==> config.mk <==
export PLATFORM = sky130hd
export DESIGN_NAME = duty_meter_mc
export DESIGN_NICKNAME = d
export VERILOG_FILES = /design/src/rtl/duty_meter_pkg.sv /design/src/rtl/duty_meter_ch.sv /design/src/rtl/duty_meter_mc.sv
export SDC_FILE = /design/constraint.sdc
export NUM_CORES = 1
export LEC_CHECK = 0
export ABC_CLOCK_PERIOD_IN_PS = 2600
export CAP_MARGIN = 20
export CORE_MARGIN = 8
export CORE_UTILIZATION = 38
export DETAILED_ROUTE_END_ITERATION = 16
export HOLD_SLACK_MARGIN = 0.1
export PLACE_DENSITY_LB_ADDON = 0.2
export SLEW_MARGIN = 25
export SYNTH_ARGS = -nofsm -noshare
export SYNTH_HDL_FRONTEND = slang
export SYNTH_SLANG_ARGS = --single-unit
==> constraint.sdc <==
create_clock -name clk -period 2.6 [get_ports clk]
set_input_delay 0.26 -clock clk [delete_from_list [all_inputs] [get_ports clk]]
set_output_delay 0.26 -clock clk [all_outputs]
set_load 0.02 [all_outputs]
==> src/rtl/duty_meter_pkg.sv <==
// Shared constants and helpers for the multi-channel duty/period meter.
// Optional stuck-input timeout is enabled by defining DUTY_METER_TIMEOUT_EN.
package duty_meter_pkg;

  localparam int unsigned DefCh      = 4;
  localparam int unsigned DefCw      = 32;
  localparam int unsigned DefSync    = 2;
  localparam int unsigned DefTimeout = 32'd50_000_000;

  // All-ones value of a cw-bit counter, computed in 32 bits.
  function automatic logic [31:0] sat_max(input int unsigned cw);
    if (cw >= 32) begin
      return 32'hFFFF_FFFF;
    end
    return (32'd1 << cw) - 32'd1;
  endfunction

endpackage

==> src/rtl/duty_meter_ch.sv <==
// One measurement channel: synchroniser, edge detect, saturating counters, result handshake.
// Stuck-input detection exists only when DUTY_METER_TIMEOUT_EN is defined.
module duty_meter_ch
  import duty_meter_pkg::*;
#(
  parameter int unsigned CW      = DefCw,
  parameter int unsigned SYNC    = DefSync,
  parameter int unsigned TIMEOUT = DefTimeout
) (
  input  logic          clk,
  input  logic          reset,
  input  logic          sig,
  input  logic          meas_ack,
  output logic [CW-1:0] high_time,
  output logic [CW-1:0] period,
  output logic          meas_valid,
  output logic          ovf,
  output logic          overrun,
  output logic          stuck,
  output logic          stuck_level
);

  localparam logic [CW-1:0] CntMax = CW'(sat_max(CW));
  localparam logic [CW-1:0] CntOne = {{(CW-1){1'b0}}, 1'b1};

  logic [SYNC-1:0] sync_q;
  logic            lvl_q, rise_q;
  logic [CW-1:0]   period_cnt_q, period_cnt_d, high_cnt_q, high_cnt_d;
  logic [CW-1:0]   period_q, period_d, high_q, high_d;
  logic            armed_q, armed_d, valid_q, valid_d;
  logic            ovf_q, ovf_d, overrun_q, overrun_d;
  logic            per_max, high_max, cap, timeout_hit;

  assign per_max  = (period_cnt_q == CntMax);
  assign high_max = (high_cnt_q == CntMax);
  assign cap      = rise_q & armed_q;

  // rise_q and lvl_q are aligned: rise_q marks the first cycle lvl_q is high.
  always_ff @(posedge clk or negedge reset) begin
    if (!reset) begin
      sync_q <= '0;
      lvl_q  <= 1'b0;
      rise_q <= 1'b0;
    end else begin
      sync_q <= {sync_q[SYNC-2:0], sig};
      lvl_q  <= sync_q[SYNC-1];
      rise_q <= sync_q[SYNC-1] & ~lvl_q;
    end
  end

  always_comb begin
    period_cnt_d = period_cnt_q;
    high_cnt_d   = high_cnt_q;
    armed_d      = armed_q;
    valid_d      = valid_q;
    overrun_d    = overrun_q;
    period_d     = period_q;
    high_d       = high_q;
    ovf_d        = ovf_q;
    if (rise_q) begin
      period_cnt_d = '0;
      high_cnt_d   = CntOne;
      armed_d      = 1'b1;
    end else begin
      if (!per_max) period_cnt_d = period_cnt_q + CntOne;
      if (lvl_q && !high_max) high_cnt_d = high_cnt_q + CntOne;
      if (timeout_hit) armed_d = 1'b0;
    end
    if (cap) begin
      period_d = per_max ? CntMax : period_cnt_q + CntOne;
      high_d   = high_cnt_q;
      ovf_d    = per_max | high_max;
      valid_d  = 1'b1;
    end else if (meas_ack) begin
      valid_d = 1'b0;
    end
    // A capture coinciding with an ack leaves overrun untouched.
    if (cap && valid_q && !meas_ack) begin
      overrun_d = 1'b1;
    end else if (meas_ack && !cap) begin
      overrun_d = 1'b0;
    end
  end

  always_ff @(posedge clk or negedge reset) begin
    if (!reset) begin
      period_cnt_q <= '0;
      high_cnt_q   <= '0;
      armed_q      <= 1'b0;
      valid_q      <= 1'b0;
      overrun_q    <= 1'b0;
      period_q     <= '0;
      high_q       <= '0;
      ovf_q        <= 1'b0;
    end else begin
      period_cnt_q <= period_cnt_d;
      high_cnt_q   <= high_cnt_d;
      armed_q      <= armed_d;
      valid_q      <= valid_d;
      overrun_q    <= overrun_d;
      period_q     <= period_d;
      high_q       <= high_d;
      ovf_q        <= ovf_d;
    end
  end

`ifdef DUTY_METER_TIMEOUT_EN
  logic stuck_q, stuck_d, stuck_lvl_q, stuck_lvl_d;

  assign timeout_hit = !rise_q && !stuck_q && (32'(period_cnt_q) == TIMEOUT - 32'd1);

  always_comb begin
    stuck_d     = stuck_q;
    stuck_lvl_d = stuck_lvl_q;
    if (rise_q) begin
      stuck_d     = 1'b0;
      stuck_lvl_d = 1'b0;
    end else if (timeout_hit) begin
      stuck_d     = 1'b1;
      stuck_lvl_d = lvl_q;
    end
  end

  always_ff @(posedge clk or negedge reset) begin
    if (!reset) begin
      stuck_q     <= 1'b0;
      stuck_lvl_q <= 1'b0;
    end else begin
      stuck_q     <= stuck_d;
      stuck_lvl_q <= stuck_lvl_d;
    end
  end

  assign stuck       = stuck_q;
  assign stuck_level = stuck_lvl_q;
`else
  assign timeout_hit = 1'b0;
  assign stuck       = 1'b0;
  assign stuck_level = 1'b0;
`endif

  assign high_time  = high_q;
  assign period     = period_q;
  assign meas_valid = valid_q;
  assign ovf        = ovf_q;
  assign overrun    = overrun_q;

endmodule

==> src/rtl/duty_meter_mc.sv <==
// Multi-channel duty/period meter top: one duty_meter_ch per channel, outputs packed by channel.
// Define DUTY_METER_TIMEOUT_EN to build the stuck-input timeout.
module duty_meter_mc
  import duty_meter_pkg::*;
#(
  parameter int unsigned CH      = DefCh,
  parameter int unsigned CW      = DefCw,
  parameter int unsigned SYNC    = DefSync,
  parameter int unsigned TIMEOUT = DefTimeout
) (
  input  logic             clk,
  input  logic             reset,
  input  logic [CH-1:0]    sig,
  input  logic [CH-1:0]    meas_ack,
  output logic [CH*CW-1:0] high_time,
  output logic [CH*CW-1:0] period,
  output logic [CH-1:0]    meas_valid,
  output logic [CH-1:0]    ovf,
  output logic [CH-1:0]    overrun,
  output logic [CH-1:0]    stuck,
  output logic [CH-1:0]    stuck_level
);

  for (genvar n = 0; n < CH; n++) begin : g_ch
    duty_meter_ch #(
      .CW     (CW),
      .SYNC   (SYNC),
      .TIMEOUT(TIMEOUT)
    ) u_ch (
      .clk        (clk),
      .reset      (reset),
      .sig        (sig[n]),
      .meas_ack   (meas_ack[n]),
      .high_time  (high_time[n*CW +: CW]),
      .period     (period[n*CW +: CW]),
      .meas_valid (meas_valid[n]),
      .ovf        (ovf[n]),
      .overrun    (overrun[n]),
      .stuck      (stuck[n]),
      .stuck_level(stuck_level[n])
    );
  end

endmodule

==> metrics.md, run 1 <==
| Metric | Value |
|---|---|
| Yosys top cell area share | `55.4%` |
| FF-to-FF End | `g_ch[0].u_ch.period[28]$_DFFE_PN0N_` |
| PD cells | `667 mW/mm²` |
| Die ar. | `0.0730 mm²` |
| Die Ht | `270 µm` |
| Worst slew pin tran | `797 ps` |
| Synth-to-Final Area Change | `24.9%` |
| Antenna violations before repair | `0` |
| WL/cell | `17.5 µm` |
| FF/Latch Area | `0.0136 mm²` |
| Gp weighted congestion | `0.847` |
| Final TNS setup | `0 ps` |
| Worst Path Required | `3120 ps` |
| Remaining Overflow, GRT | `0` |
| Final ANT Viol Nets | `0` |
| Initial core utilization | `38.2%` |
| CTS tree | `yes` |
| Hold path start | `meas_ack[1]` |
| Most common cell after layout, fill and taps aside | `nand2_1` |
| Postcts setup bufs | `0` |
| Final wirelength | `66400 µm` |
| Clock Tree Buf Depth | `3` |
| I/O Pins | `286` |
| Largest net degree at the start of global routing | `72` |
| CTS root buffer | `clkbuf_16` |
| Finished layout cell area | `0.0307 mm²` |
| MaxCap Viol Count | `0` |
| Clk slew on worst S/H paths | `60 ps` |
| RSZ-0062 raised after global routing | `no` |
| Vias in the first global route | `20000` |
| Reg2Reg Launch Point | `g_ch[0].u_ch.period_cnt_q[1]$_DFFE_PN0P_` |
| CP Max Fanout | `7` |
| Worst hold path stage count | `2` |
| ANT cells | `0` |
| Std cell rows | `93` |
| Register area share after synthesis | `55.4%` |
| # setup viols final | `0` |
| Post-synth top area cell | `dfrtp_1` |
| R2R cell count | `7` |
| Worst hold path type | `input pin to flip-flop` |
| Dominant synthesized flop cell | `dfrtp_1` |
| First-pass GRT wire length | `110000 µm` |
| Crit path max-delay cell type | `or4_1` |
| Post-DP HPWL | `47000 µm` |
| Worst path cell trace | `ha_1, nand2_1, or4_1, buf_4, nor3_1, a31oi_1, o31ai_1` |
| Overall routing resource usage | `17.8%` |
| Final Max Slew Viols | `0` |
| Static leakage | `13.3 nW` |
| Placed Area | `0.0285 mm²` |
| CP top delay family | `simple AND/OR/NAND/NOR gates` |
| Fill count | `6083` |
| Max IR drop VDD | `0.551 mV` |
| TritonRoute pass-1 iters | `5` |
| Synthesized flop and latch total | `544` |
| R2R setup slack | `160 ps` |
| Hold Violations, Final | `0` |
| Crit end category | `flip-flop` |
| Clock sink count | `544` |
| Num CTS Buffers | `59` |
| Multi-input gate area | `0.0102 mm²` |
| Clk Latency, worst-skew pair | `630 ps` |
| Mapped Cells | `2628` |
| Die width | `270 µm` |
| Total vias in the final route | `20100` |
| Post-Synthesis Cell Area | `0.0246 mm²` |
| Layout net count | `2920` |
| Hold Path End | `g_ch[1].u_ch.meas_valid$_DFFE_PN0P_` |
| Top post-synthesis cells by area | `dfrtp_1 55%, nand2_1 8.6%, nor2_1 3.7%, a21oi_1 3.4%, o21ai_0 3.4%` |
| Yosys cell types | `69` |
| Share of cells above drive strength 1 | `7.73%` |
| DR iter-0 viols | `1363` |
| Commonest non-fill, non-tap cells in the layout | `557 x nand2_1, 541 x dfrtp_1, 276 x clkdlybuf4s50_1` |
| Worst rel slew slack | `46.7%` |
| Worst Setup Start Kind | `flip-flop` |
| Port Buffer Count | `277` |
| Post-route DRC | `0` |
| Async set or reset register ratio after synthesis | `100%` |
| Buffers & Inverters on Critical Path | `1` |
| Final Cycle Share | `93.9%` |
| Post-synth EDFFs | `0` |
| Critical Path Max Stage Delay | `510 ps` |
| H-Tree Depth | `2` |
| Fin crit period | `2440 ps` |
| Critical path type | `flip-flop to flip-flop` |
| Fin Clk Skew | `24.0 ps` |
| Status | `finished clean` |
| Mapped Avg Cell Area | `9.35 µm²` |
| Drt via density | `5.28` |
| Synth warnings | `0` |
| Max Freq | `0.409 GHz` |
| Core area | `0.0642 mm²` |
| Endpoint arrival time on the critical path | `2960 ps` |
registers in the layout (all words and copies together), names as in the netlist:
register                flops
g_ch.u_ch.high_time       128
g_ch.u_ch.meas_valid        4
g_ch.u_ch.rise_q            4
g_ch.u_ch.period          128
g_ch.u_ch.period_cnt_q    128
g_ch.u_ch.sync_q            8
g_ch.u_ch.armed_q           4
g_ch.u_ch.lvl_q             4
g_ch.u_ch.ovf               4
g_ch.u_ch.overrun           4
g_ch.u_ch.high_cnt_q      128
power breakdown:
| group | switching [mW] | total (mW) | internal (mW) |
|---|---|---|---|
| Clock | 3.58 | 8.79 | 5.21 |
| Combinational | 1.34 | 2.25 | 0.904 |
| Sequential | 0.471 | 9.41 | 8.94 |
| Total | 5.39 | 20.4 | 15.1 |
how the worst max path moves through the flow:
stage                                                  start                                        end  cells after the start
floorplan           g_ch[0].u_ch.period_cnt_q[0]$_DFFE_PN0P_  g_ch[0].u_ch.period_cnt_q[14]$_DFFE_PN0P_                      8
detailed placement  g_ch[0].u_ch.period_cnt_q[1]$_DFFE_PN0P_         g_ch[0].u_ch.period[9]$_DFFE_PN0N_                      7
CTS                 g_ch[0].u_ch.period_cnt_q[1]$_DFFE_PN0P_         g_ch[0].u_ch.period[9]$_DFFE_PN0N_                      7
global route          g_ch[1].u_ch.high_cnt_q[0]$_DFFE_PN0P_    g_ch[1].u_ch.high_cnt_q[19]$_DFFE_PN0P_                      7
global placement    g_ch[0].u_ch.period_cnt_q[1]$_DFFE_PN0P_        g_ch[0].u_ch.period[27]$_DFFE_PN0N_                      8
finish              g_ch[0].u_ch.period_cnt_q[1]$_DFFE_PN0P_        g_ch[0].u_ch.period[28]$_DFFE_PN0N_                      7
metal layers:
layer	up-vias	wire length, µm	global-route usage, %
met5	-	0	0
met4	0	1980	5.76
met3	105	3620	3.63
met2	454	31200	28.9
met1	9860	29700	23.9
li1	9672	-	-
stage by stage:
step,utilization [%],instances,hold WS (ps),power [mW],setup slack (ps)
2_1_floorplan,-,2635,-35.6,10.6,262
3_3_place_gp,44.4,3691,302,11.8,236
3_5_place_dp,44.4,3691,308,11.8,166
4_1_cts,47.7,3805,180,20.8,142
5_1_grt,47.7,3805,207,21.4,38.7
6_report,47.7,3805,220,20.4,157
logic make-up after synthesis:
family          share of synthesized area [%]
compound gates                           10.5
flops                                    55.4
other cells                            0.0153
simple gates                             25.0
buf+inv                                  3.24
xor+xnor                                 4.46
fa+ha+maj                               0.408
mux                                      1.03
synth_stat cells, types with 21 or more instances:
cell type  count
a21oi_1      167
a31oi_1       26
and2_1        21
and3_1        40
and4_1        32
buf_4         21
clkbuf_1     118
dfrtp_1      544
inv_1         27
mux2i_1       22
nand2_1      561
nand3_1      102
nand4_1       71
nor2_1       242
nor3_1        54
nor4_1        32
o21ai_0      166
o31ai_1       35
or3_1         54
or4_1         39
xnor2_1       61
xor2_1        64
cell type report:
cell class / count / area share (%)
Tap cell: 855 / 3.49
Timing Repair Buffer: 363 / 11.8
Multi-Input combinational cell: 1907 / 33.3
Sequential cell: 544 / 44.4
Clock buffer: 80 / 5.56
Clock inverter: 29 / 1.15
Inverter: 27 / 0.330
repair_timing:
item / 4_1_cts / 5_1_grt
hold buffers: 5 / 0
gates resized for setup: 0 / 2
hold endpoints to repair: 130 / 0
setup endpoints to repair: 0 / 11
Note: power is estimated with default switching activity, not from simulation.
==> run 2, diff against run 1 <==
Settings changed: HOLD_SLACK_MARGIN 0.1 to not set.
==> metrics.md, run 2 (synthesis gave the netlist of run 1 again) <==
| Metric | Value |
|---|---|
| Status | `finished clean` |
| Endpoint arrival time on the critical path | `2960 ps` |
| Final wirelength | `66400 µm` |
| Clk slew on worst S/H paths | `60 ps` |
| Worst Path Required | `3120 ps` |
| Die width | `270 µm` |
| Worst hold path type | `input pin to flip-flop` |
| Die ar. | `0.0730 mm²` |
| Clock sink count | `544` |
| Post-DP HPWL | `47000 µm` |
| Crit end category | `flip-flop` |
| Final Core Density | `47.7%` |
| Commonest non-fill, non-tap cells in the layout | `557 x nand2_1, 541 x dfrtp_1, 276 x clkdlybuf4s50_1` |
| H-Tree Depth | `2` |
| Synth-to-Final Area Change | `24.7%` |
| Fill count | `6087` |
| Vias in the first global route | `20000` |
| Fin Clk Skew | `25.4 ps` |
| # setup viols final | `0` |
| Die Ht | `270 µm` |
| Finished layout cell area | `0.0306 mm²` |
| Antenna violations before repair | `0` |
| Num CTS Buffers | `59` |
| Final ANT Viol Nets | `0` |
| Core area | `0.0642 mm²` |
| DR iter-0 viols | `1302` |
| Largest net degree at the start of global routing | `72` |
| Postcts setup bufs | `0` |
| Fin crit period | `2440 ps` |
| Layout net count | `2916` |
| Placed Area | `0.0285 mm²` |
| CTS tree | `yes` |
| Most common cell after layout, fill and taps aside | `nand2_1` |
| PD cells | `667 mW/mm²` |
| Worst rel slew slack | `46.7%` |
| Critical path type | `flip-flop to flip-flop` |
| Clock Tree Buf Depth | `3` |
| Final TNS setup | `0 ps` |
| TritonRoute pass-1 iters | `5` |
| Port Buffer Count | `277` |
| Max Freq | `0.410 GHz` |
| First-pass GRT wire length | `110000 µm` |
| Overall routing resource usage | `17.8%` |
| CP Max Fanout | `7` |
| Worst slew pin tran | `797 ps` |
| CTS root buffer | `clkbuf_16` |
| Final Max Slew Viols | `0` |
| Drt via density | `5.28` |
| Post-route DRC | `0` |
| MaxCap Viol Count | `0` |
| I/O Pins | `286` |
| Total vias in the final route | `20100` |
| Hold Violations, Final | `0` |
| Final Cycle Share | `93.9%` |
| Static leakage | `13.3 nW` |
| ANT cells | `0` |
| Initial core utilization | `38.2%` |
| Share of cells above drive strength 1 | `7.74%` |
| WL/cell | `17.5 µm` |
| Worst Setup Start Kind | `flip-flop` |
| Remaining Overflow, GRT | `0` |
| Max IR drop VDD | `0.552 mV` |
| Clk Latency, worst-skew pair | `630 ps` |
| Gp weighted congestion | `0.847` |
| RSZ-0062 raised after global routing | `no` |
| Std cell rows | `93` |
[run 2: cell count changes in the layout (fill, tap and decap cells not counted), sizes merged]
cell,before,now
dlygate4sd3,5,1
[run 2: through the flow]
stage	setup slack, ps	hold WS [ps]	instances	total power [mW]
finish	158	67.9	3801	20.4
global route	38.7	36.1	3801	21.4
CTS	142	18.2	3801	20.8
detailed placement	166	308	3691	11.8
global placement	236	302	3691	11.8
floorplan	262	-35.6	2635	10.6
[run 2: power breakdown]
group	internal, mW	switching [mW]
clock network	5.21	3.57
registers	8.94	0.471
logic	0.900	1.34
total	15.0	5.38
[run 2: path summary, 6_finish.rpt]
| kind | start | end | slack (ps) | depth (start not counted) |
|---|---|---|---|---|
| max reg2reg | g_ch[0].u_ch.period_cnt_q[1]$_DFFE_PN0P_ | g_ch[0].u_ch.period[28]$_DFFE_PN0N_ | 160 | 7 |
| max | g_ch[0].u_ch.period_cnt_q[1]$_DFFE_PN0P_ | g_ch[0].u_ch.period[28]$_DFFE_PN0N_ | 160 | 7 |
| min reg2reg | g_ch[1].u_ch.sync_q[0]$_DFF_PN0_ | g_ch[1].u_ch.sync_q[1]$_DFF_PN0_ | 350 | 0 |
| min in group asynchronous | reset | g_ch[2].u_ch.high_time[9]$_DFFE_PN0N_ | 230 | 2 |
| max in group asynchronous | reset | g_ch[0].u_ch.period_cnt_q[25]$_DFFE_PN0P_ | 1510 | 3 |
| min | sig[3] | g_ch[3].u_ch.sync_q[0]$_DFF_PN0_ | 70 | 1 |
[run 2: layer usage]
layer	share of wire, %	global-route usage (%)	up-vias
met5	0	0	-
met4	3.0	5.76	0
met3	5.5	3.63	105
met2	47	28.8	468
met1	45	23.9	9854
li1	-	-	9655
[run 2: critical path, stage by stage, from the launching register on]
cell     delay (ps)
dfrtp_1         400
ha_1            250
nand2_1         120
or4_1           510
buf_4           190
nor3_1          440
a31oi_1         180
o31ai_1         250
[run 2: layout make-up]
class	count	area, µm²	area share [%]
Inverter	27	101	0.331
Sequential cell	544	13600	44.5
Multi-Input combinational cell	1907	10200	33.3
Clock buffer	80	1710	5.57
Tap cell	855	1070	3.49
Clock inverter	29	353	1.15
Timing Repair Buffer	359	3570	11.7
[run 2: timing repair]
item                                    CTS  global route
hold endpoints to repair                 54             0
resized for setup                         0             2
endpoints found under the setup margin    0            11
hold buffers                              1             0
